File: config.mk
export PLATFORM = sky130hd
export DESIGN_NAME = aes256_key_expansion_flat
export DESIGN_NICKNAME = d
export VERILOG_FILES = /design/src/rtl/aes256_key_expansion_if.sv /design/src/rtl/aes256_key_expansion.sv /design/src/flat_wrapper.sv
export SDC_FILE = /design/constraint.sdc
export NUM_CORES = 1
export LEC_CHECK = 0
export ABC_AREA = 0
export BUFFER_PORTS_ARGS = -buffer_cell sky130_fd_sc_hd__buf_4
export CORE_UTILIZATION = 50
export DETAILED_ROUTE_END_ITERATION = 16
export PLACE_DENSITY_LB_ADDON = 0.3
export REMOVE_ABC_BUFFERS = 1
export SLEW_MARGIN = 20
export SYNTH_ARGS = -nofsm -noshare
export SYNTH_HDL_FRONTEND = slang
export SYNTH_SLANG_ARGS = --single-unit
File: constraint.sdc
create_clock -name clk -period 5.8 [get_ports clk]
set_clock_uncertainty 0.2 [all_clocks]
set_input_delay 1.74 -clock clk [delete_from_list [all_inputs] [get_ports clk]]
set_output_delay 1.74 -clock clk [all_outputs]
set_load 0.05 [all_outputs]
File: src/rtl/aes256_key_expansion_if.sv
// Control and data bundle for the AES-256 key-expansion block.
// S-box lane width follows KEYEXP_SBOX4_EN: 32 bits with four lanes, otherwise 8.
interface aes256_key_expansion_if;
`ifdef KEYEXP_SBOX4_EN
    localparam int SBOX_W = 32;
`else
    localparam int SBOX_W = 8;
`endif

    logic [255:0]      inp_keyExp;
    logic              start_keyExp;
    logic [SBOX_W-1:0] inp_sbox_keyExp;
    logic [SBOX_W-1:0] addr_sbox_keyExp;
    logic [127:0]      outp_keyExp;
    logic              wrEn_keyExp;
    logic              busy_keyExp;
    logic              done_keyExp;

    modport master (
        output inp_keyExp, start_keyExp, inp_sbox_keyExp,
        input  addr_sbox_keyExp, outp_keyExp, wrEn_keyExp, busy_keyExp, done_keyExp
    );

    modport slave (
        input  inp_keyExp, start_keyExp, inp_sbox_keyExp,
        output addr_sbox_keyExp, outp_keyExp, wrEn_keyExp, busy_keyExp, done_keyExp
    );
endinterface

File: src/rtl/aes256_key_expansion.sv
// Iterative AES-256 key schedule emitting RK0..RK14, each with a one-cycle write strobe.
// KEYEXP_SBOX4_EN selects four parallel S-box lanes and a one-cycle SubWord.
module aes256_key_expansion (
    input logic clk,
    input logic reset,
    aes256_key_expansion_if.slave kx
);
    localparam int KEY_W = 256;
    localparam int RK_W  = 128;
    localparam int N_RK  = 15;
`ifdef KEYEXP_SBOX4_EN
    localparam int SBOX_W = 32;
`else
    localparam int SBOX_W = 8;
`endif

    typedef enum logic [2:0] {IDLE, EMIT0, EMIT1, SUB, EMIT, DONE} state_t;

    state_t           state;
    logic [0:7][31:0] win;
    logic [3:0]       k;
`ifndef KEYEXP_SBOX4_EN
    logic [1:0]       j;
    logic [23:0]      temp;
`endif
    logic [31:0]      sub_w;
    logic [31:0]      t_w;
    logic [0:3][31:0] n_w;

    function automatic logic [7:0] rcon(input logic [3:0] rnd);
        case (rnd)
            4'd2:    rcon = 8'h01;
            4'd4:    rcon = 8'h02;
            4'd6:    rcon = 8'h04;
            4'd8:    rcon = 8'h08;
            4'd10:   rcon = 8'h10;
            4'd12:   rcon = 8'h20;
            4'd14:   rcon = 8'h40;
            default: rcon = 8'h00;
        endcase
    endfunction

    // Even rounds rotate the last word before substitution, odd rounds use it as is.
    function automatic logic [31:0] src_word(input logic [31:0] last, input logic [3:0] rnd);
        src_word = rnd[0] ? last : {last[23:0], last[31:24]};
    endfunction

    function automatic logic [SBOX_W-1:0] first_addr(input logic [31:0] last, input logic [3:0] rnd);
        logic [31:0] s;
        s = src_word(last, rnd);
        first_addr = s[31 -: SBOX_W];
    endfunction

`ifndef KEYEXP_SBOX4_EN
    function automatic logic [7:0] sub_byte(input logic [31:0] last, input logic [3:0] rnd,
                                            input logic [1:0] idx);
        logic [0:3][7:0] s;
        s = src_word(last, rnd);
        sub_byte = s[idx];
    endfunction
`endif

    // The last substituted byte (or all four lanes) is taken straight from the S-box.
    always_comb begin
`ifdef KEYEXP_SBOX4_EN
        sub_w = kx.inp_sbox_keyExp;
`else
        sub_w = {temp, kx.inp_sbox_keyExp};
`endif
        t_w    = k[0] ? sub_w : (sub_w ^ {rcon(k), 24'h000000});
        n_w[0] = win[0] ^ t_w;
        n_w[1] = win[1] ^ n_w[0];
        n_w[2] = win[2] ^ n_w[1];
        n_w[3] = win[3] ^ n_w[2];
    end

    always_ff @(posedge clk) begin
        if (reset) begin
            state               <= IDLE;
            win                 <= '0;
            k                   <= '0;
`ifndef KEYEXP_SBOX4_EN
            j                   <= '0;
            temp                <= '0;
`endif
            kx.outp_keyExp      <= '0;
            kx.wrEn_keyExp      <= 1'b0;
            kx.busy_keyExp      <= 1'b0;
            kx.done_keyExp      <= 1'b0;
            kx.addr_sbox_keyExp <= '0;
        end else begin
            kx.wrEn_keyExp <= 1'b0;
            kx.done_keyExp <= 1'b0;
            case (state)
                IDLE: begin
                    if (kx.start_keyExp) begin
                        win            <= kx.inp_keyExp;
                        k              <= 4'd2;
                        kx.outp_keyExp <= kx.inp_keyExp[KEY_W-1 -: RK_W];
                        kx.wrEn_keyExp <= 1'b1;
                        kx.busy_keyExp <= 1'b1;
                        state          <= EMIT0;
                    end
                end
                EMIT0: begin
                    kx.outp_keyExp <= win[4:7];
                    kx.wrEn_keyExp <= 1'b1;
                    state          <= EMIT1;
                end
                EMIT1: begin
                    kx.addr_sbox_keyExp <= first_addr(win[7], k);
`ifndef KEYEXP_SBOX4_EN
                    j                   <= 2'd0;
`endif
                    state               <= SUB;
                end
                SUB: begin
`ifdef KEYEXP_SBOX4_EN
                    kx.outp_keyExp      <= n_w;
                    kx.wrEn_keyExp      <= 1'b1;
                    win                 <= {win[4:7], n_w};
                    kx.addr_sbox_keyExp <= '0;
                    state               <= EMIT;
`else
                    if (j == 2'd3) begin
                        kx.outp_keyExp      <= n_w;
                        kx.wrEn_keyExp      <= 1'b1;
                        win                 <= {win[4:7], n_w};
                        kx.addr_sbox_keyExp <= '0;
                        state               <= EMIT;
                    end else begin
                        temp                <= {temp[15:0], kx.inp_sbox_keyExp};
                        j                   <= j + 2'd1;
                        kx.addr_sbox_keyExp <= sub_byte(win[7], k, j + 2'd1);
                    end
`endif
                end
                EMIT: begin
                    if (k == 4'(N_RK - 1)) begin
                        kx.done_keyExp <= 1'b1;
                        kx.busy_keyExp <= 1'b0;
                        state          <= DONE;
                    end else begin
                        k                   <= k + 4'd1;
                        kx.addr_sbox_keyExp <= first_addr(win[7], k + 4'd1);
`ifndef KEYEXP_SBOX4_EN
                        j                   <= 2'd0;
`endif
                        state               <= SUB;
                    end
                end
                DONE: state <= IDLE;
                default: state <= IDLE;
            endcase
        end
    end
endmodule

File: src/flat_wrapper.sv
// flat-port wrapper written by rule: the top's interface ports become plain ports
module aes256_key_expansion_flat 
  (clk, reset, kx_inp_keyExp, kx_start_keyExp, kx_inp_sbox_keyExp, kx_addr_sbox_keyExp, kx_outp_keyExp, kx_wrEn_keyExp, kx_busy_keyExp, kx_done_keyExp);
  aes256_key_expansion_if kx_i ();
  input logic clk;
  input logic reset;
  input wire logic [$bits(kx_i.inp_keyExp)-1:0] kx_inp_keyExp;
  input wire logic [$bits(kx_i.start_keyExp)-1:0] kx_start_keyExp;
  input wire logic [$bits(kx_i.inp_sbox_keyExp)-1:0] kx_inp_sbox_keyExp;
  output wire logic [$bits(kx_i.addr_sbox_keyExp)-1:0] kx_addr_sbox_keyExp;
  output wire logic [$bits(kx_i.outp_keyExp)-1:0] kx_outp_keyExp;
  output wire logic [$bits(kx_i.wrEn_keyExp)-1:0] kx_wrEn_keyExp;
  output wire logic [$bits(kx_i.busy_keyExp)-1:0] kx_busy_keyExp;
  output wire logic [$bits(kx_i.done_keyExp)-1:0] kx_done_keyExp;
  assign kx_i.inp_keyExp = kx_inp_keyExp;
  assign kx_i.start_keyExp = kx_start_keyExp;
  assign kx_i.inp_sbox_keyExp = kx_inp_sbox_keyExp;
  assign kx_addr_sbox_keyExp = kx_i.addr_sbox_keyExp;
  assign kx_outp_keyExp = kx_i.outp_keyExp;
  assign kx_wrEn_keyExp = kx_i.wrEn_keyExp;
  assign kx_busy_keyExp = kx_i.busy_keyExp;
  assign kx_done_keyExp = kx_i.done_keyExp;
  aes256_key_expansion u_core (.clk(clk), .reset(reset), .kx(kx_i));
endmodule
==> flow_metrics.py <==
metrics = {
    "detailed_routing": {
        "routed_via_density": 6.142,
        "dr.first_iter.drc_count": 2311,
        "routed_length_per_placed_instance_um": 20.33,
        "drt_pre_antenna_iters": 6,
        "route.antenna.remaining_nets": 0,
        "num_vias": 22235,
        "drc_errors": 0,
        "overall_routed_net_length_um": 73590,
    },
    "yosys": {
        "post_synth_main_area_contributors": "sky130_fd_sc_hd__dfxtp_1 (39%), sky130_fd_sc_hd__nand2_1 (8.1%), sky130_fd_sc_hd__nor2_1 (7.2%)",
        "synth_seq_area_share_pct": 39.13,
        "synthDominantAreaCellType": "sky130_fd_sc_hd__dfxtp_1",
        "ys.warnings.count": 0,
        "yosys.area_share.simple_pct": 24.32,
        "synth_async_sr_flop_share_pct": 0,
        "synthMuxAreaShare_pct": 1.548,
        "share_of_synthesized_cell_area_in_full_adder_half_adder_and_majority_cells_pct": 0.2286,
        "netlist.area_leader.share_pct": 39.13,
        "syn_area_per_cell_sq_um": 7.840,
        "syn_inst_count": 2793,
        "synth_top_family_by_area": "simple AND/OR/NAND/NOR gates",
        "synth_enable_flop_cells": 0,
        "synthXorXnorAreaFrac_pct": 6.862,
        "synth.distinct_cells": 61,
        "ys_seq_elements": 428,
        "ys_dominant_reg_cell": "sky130_fd_sc_hd__dfxtp_1",
        "synth_compound_gate_area_share_pct": 22.47,
        "post_synth_instance_area_sq_um": 21900,
    },
    "setup_path": {
        "worst-path-buf-inv": 2,
        "setup.worst_path.end_class": "flip-flop",
        "worst-r2r-setup-slack_ps": 1890,
        "critPathTopFamily": "compound AO/OA/AOI/OAI gates",
        "critical_path.cell_chain": "clkinv_2, o21ai_1, a21o_4, buf_4, a2111oi_0, nor3_1",
        "worstSetupPathDepth": 6,
        "worstPathMaxFanout": 81,
        "cp_data_required_time_ps": 6100,
        "slowest_stage": "sky130_fd_sc_hd__dfxtp_4",
        "regToRegEndpoint": "u_core.kx.outp_keyExp[11]$_SDFFE_PP0P_",
        "worst-endpoint-arrival_ps": 4210,
        "setup.worst_path.class": "flip-flop to flip-flop",
        "timing.reg2reg.worst_path_depth": 6,
        "timing.rr.start": "u_core.state[1]$_SDFFE_PP0P_",
        "worstSetupStartpointType": "flip-flop",
        "worst_path_largest_cell_delay_ps": 960,
    },
    "final_layout": {
        "multi_input_comb_area_sq_um": 12210,
        "synthToLayoutAreaGrowth_pct": 21.67,
        "antenna-diode-count": 0,
        "seqCellArea_sq_um": 8572,
        "fill_cells": 3806,
        "post_route_cells_drive_above_1_share_pct": 17.89,
        "layout.core_utilization_pct": 61.71,
        "finalNetCount": 3270,
    },
    "power": {
        "pwr_density_cell_nw_per_um2": 344.5,
        "post-layout-total-power_uw": 9177,
        "power.ir.vdd_worst_mv": 0.3916,
        "total_leakage_power_uw": 0.01058,
    },
    "timing": {
        "slew_viol_final": 0,
        "timing.final.hold_violations": 0,
        "hold_ws_ps": 252.5,
        "rsz0062_at_grt": "false",
        "slew_headroom_pct": 26.24,
        "layout_worst_path_cycle_share_pct": 67.48,
        "final_critical_path_setup_slack_ps": 1886,
        "worst_max_slew_pin_slew_ps": 1106,
        "max_freq_mhz": 255.5,
        "setup_tns_ps": 0,
        "finalSetupViolations": 0,
        "finalWorstPathRequiredPeriod_ps": 3914,
    },
    "die": {
        "floorplan.initialDensity_pct": 50.72,
        "dieHeight_um": 211.3,
        "io-pin-count": 406,
        "die_width_um": 211.3,
        "core_area_sq_um": 43170,
        "die_area_sq_um": 44640,
        "core.rowCount": 76,
    },
    "clock_network": {
        "clk_transition_reported_paths_ps": 60,
        "cts_root_buf": "sky130_fd_sc_hd__clkbuf_16",
        "post-cts-setup-buffers": 0,
        "holdBufCountCts": 0,
        "cts-buffers-inserted": 48,
        "post_cts_resized": 0,
        "clock_latency_ps": 580,
        "cts.htree.levels": 2,
        "clockBufferDepth": 3,
        "tritoncts": "built",
        "tritoncts_num_sinks": 428,
    },
    "hold_path": {
        "hp_class": "flip-flop to flip-flop",
        "worstHoldEndpoint": "u_core.kx.outp_keyExp[69]$_SDFFE_PP0P_",
        "min_from": "u_core.kx.outp_keyExp[69]$_SDFFE_PP0P_",
        "hold_path_depth": 2,
    },
    "global_routing": {
        "pin_count_of_the_biggest_net_entering_global_routing": 179,
        "grt_overflow_total": 0,
        "grt_pass1_wl_um": 113700,
        "antenna_found_initial": 1,
        "track_usage_pct": 31.92,
        "vias_in_the_first_global_route": 21058,
    },
    "placement": {
        "place_hpwl_um": 46370,
        "numPortBuffers": 405,
        "place_congestion": 0.8697,
        "post-place-ws_ps": 1816,
    },
    "run_status": {
        "outcome": "finished, final reports clean",
    },
    "run": {
        "max_capacitance_violation_total": 0,
    },
}
==> Yosys cell counts (28+ instances only) <==
master	number
sky130_fd_sc_hd__o21ai_0	50
sky130_fd_sc_hd__o211ai_1	57
sky130_fd_sc_hd__xnor2_1	43
sky130_fd_sc_hd__xnor3_1	30
sky130_fd_sc_hd__buf_1	32
sky130_fd_sc_hd__clkbuf_1	168
sky130_fd_sc_hd__nand2_1	475
sky130_fd_sc_hd__nor3_1	155
sky130_fd_sc_hd__a2111oi_0	57
sky130_fd_sc_hd__nand2b_1	28
sky130_fd_sc_hd__and3_1	64
sky130_fd_sc_hd__xor2_1	46
sky130_fd_sc_hd__dfxtp_1	428
sky130_fd_sc_hd__a211oi_1	149
sky130_fd_sc_hd__buf_2	79
sky130_fd_sc_hd__nor2_1	418
sky130_fd_sc_hd__a21oi_1	178
sky130_fd_sc_hd__a311oi_1	143
==> metrics by stage <==
step	instances	instance area, sq um
after global routing	3620	26640
after global placement	3534	24970
after floorplan	2511	20720
after CTS	3620	26640
final	3620	26640
after detailed placement	3534	24980
==> sequential cells by signal, indices dropped and copies added (netlist names) <==
signal and count:
u_core.kx.wrEn_keyExp 1, u_core.temp 24, u_core.kx.done_keyExp 1, u_core.k 4
u_core.win 256, u_core.kx.addr_sbox_keyExp 8, u_core.kx.busy_keyExp 1, u_core.j 2
u_core.kx.outp_keyExp 128, u_core.state 3
==> worst register-to-register path, stage by stage (launching register included) <==
cell and delay, ps:
sky130_fd_sc_hd__dfxtp_4 960, sky130_fd_sc_hd__clkinv_2 510, sky130_fd_sc_hd__o21ai_1 460, sky130_fd_sc_hd__a21o_4 900
sky130_fd_sc_hd__buf_4 450, sky130_fd_sc_hd__a2111oi_0 140, sky130_fd_sc_hd__nor3_1 210
==> cells in the final DEF (no fill, tap or decap), drive strengths merged, types with 8 or more instances in the layout <==
cell type	netlist	routed
a21oi	179	179
or3	15	15
mux2i	26	26
nand3b	15	15
o211ai	57	57
and3	64	64
dfxtp	428	428
clkbuf	168	67
nand2b	28	28
o22ai	10	10
xnor3	30	30
nor3	155	155
xnor2	43	43
a211oi	149	149
xor2	46	46
o21ai	52	52
a311oi	143	143
buf	114	438
nand2	475	475
clkinv	0	11
nor2	420	420
a31oi	8	8
nor4	18	18
a2111oi	57	57
==> worst max-delay path by stage <==
| stage | start | end | slack, ps |
|---|---|---|---|
| 5_1_grt | u_core.state[1]$_SDFFE_PP0P_ | u_core.kx.outp_keyExp[11]$_SDFFE_PP0P_ | 1730 |
| 6_report | u_core.state[1]$_SDFFE_PP0P_ | u_core.kx.outp_keyExp[11]$_SDFFE_PP0P_ | 1890 |
| 2_1_floorplan | u_core.state[1]$_SDFFE_PP0P_ | u_core.win[24]$_SDFFE_PP0P_ | -5770 |
| 3_3_place_gp | kx_start_keyExp | u_core.kx.outp_keyExp[3]$_SDFFE_PP0P_ | 1880 |
| 4_1_cts | u_core.state[1]$_SDFFE_PP0P_ | u_core.kx.outp_keyExp[89]$_SDFFE_PP0P_ | 1960 |
| 3_5_place_dp | kx_start_keyExp | u_core.kx.outp_keyExp[86]$_SDFFE_PP0P_ | 1820 |
==> logic make-up (layout without fill, tap and decap cells) <==
| kind of cell | count (synthesis) | after routing |
|---|---|---|
| AND/OR/NAND/NOR | 1223 | 1223 |
| AO/OA/AOI/OAI | 697 | 697 |
| flip-flops | 428 | 428 |
| buffers and inverters | 287 | 529 |
| XOR/XNOR | 121 | 121 |
| multiplexers | 33 | 33 |
| adder cells (fa/ha/maj) | 4 | 4 |
==> metal layers <==
| layer | routed length [um] | vias to the layer above | track usage [%] |
|---|---|---|---|
| met4 | 2416 | 2 | 13.12 |
| met1 | 30260 | 10580 | 41.57 |
| met3 | 6952 | 173 | 6.928 |
| li1 | - | 10389 | - |
| met2 | 33950 | 1091 | 51.16 |
| met5 | 13 | - | 0 |
==> cell type report <==
class	instances	share of cell area [%]
clock inverter	19	1.047
multi-input combinational	2078	45.83
clock buffer	67	5.194
timing repair buffer	438	12.93
tap	585	2.747
sequential	428	32.17
inverter	5	0.07514
==> power by group <==
group | total (uW) | internal (uW) | switching, uW
Combinational | 2360 | 854 | 1500
Sequential | 3560 | 3260 | 304
Clock | 3260 | 1970 | 1280
No activity file was read; power rests on OpenSTA's default activity.
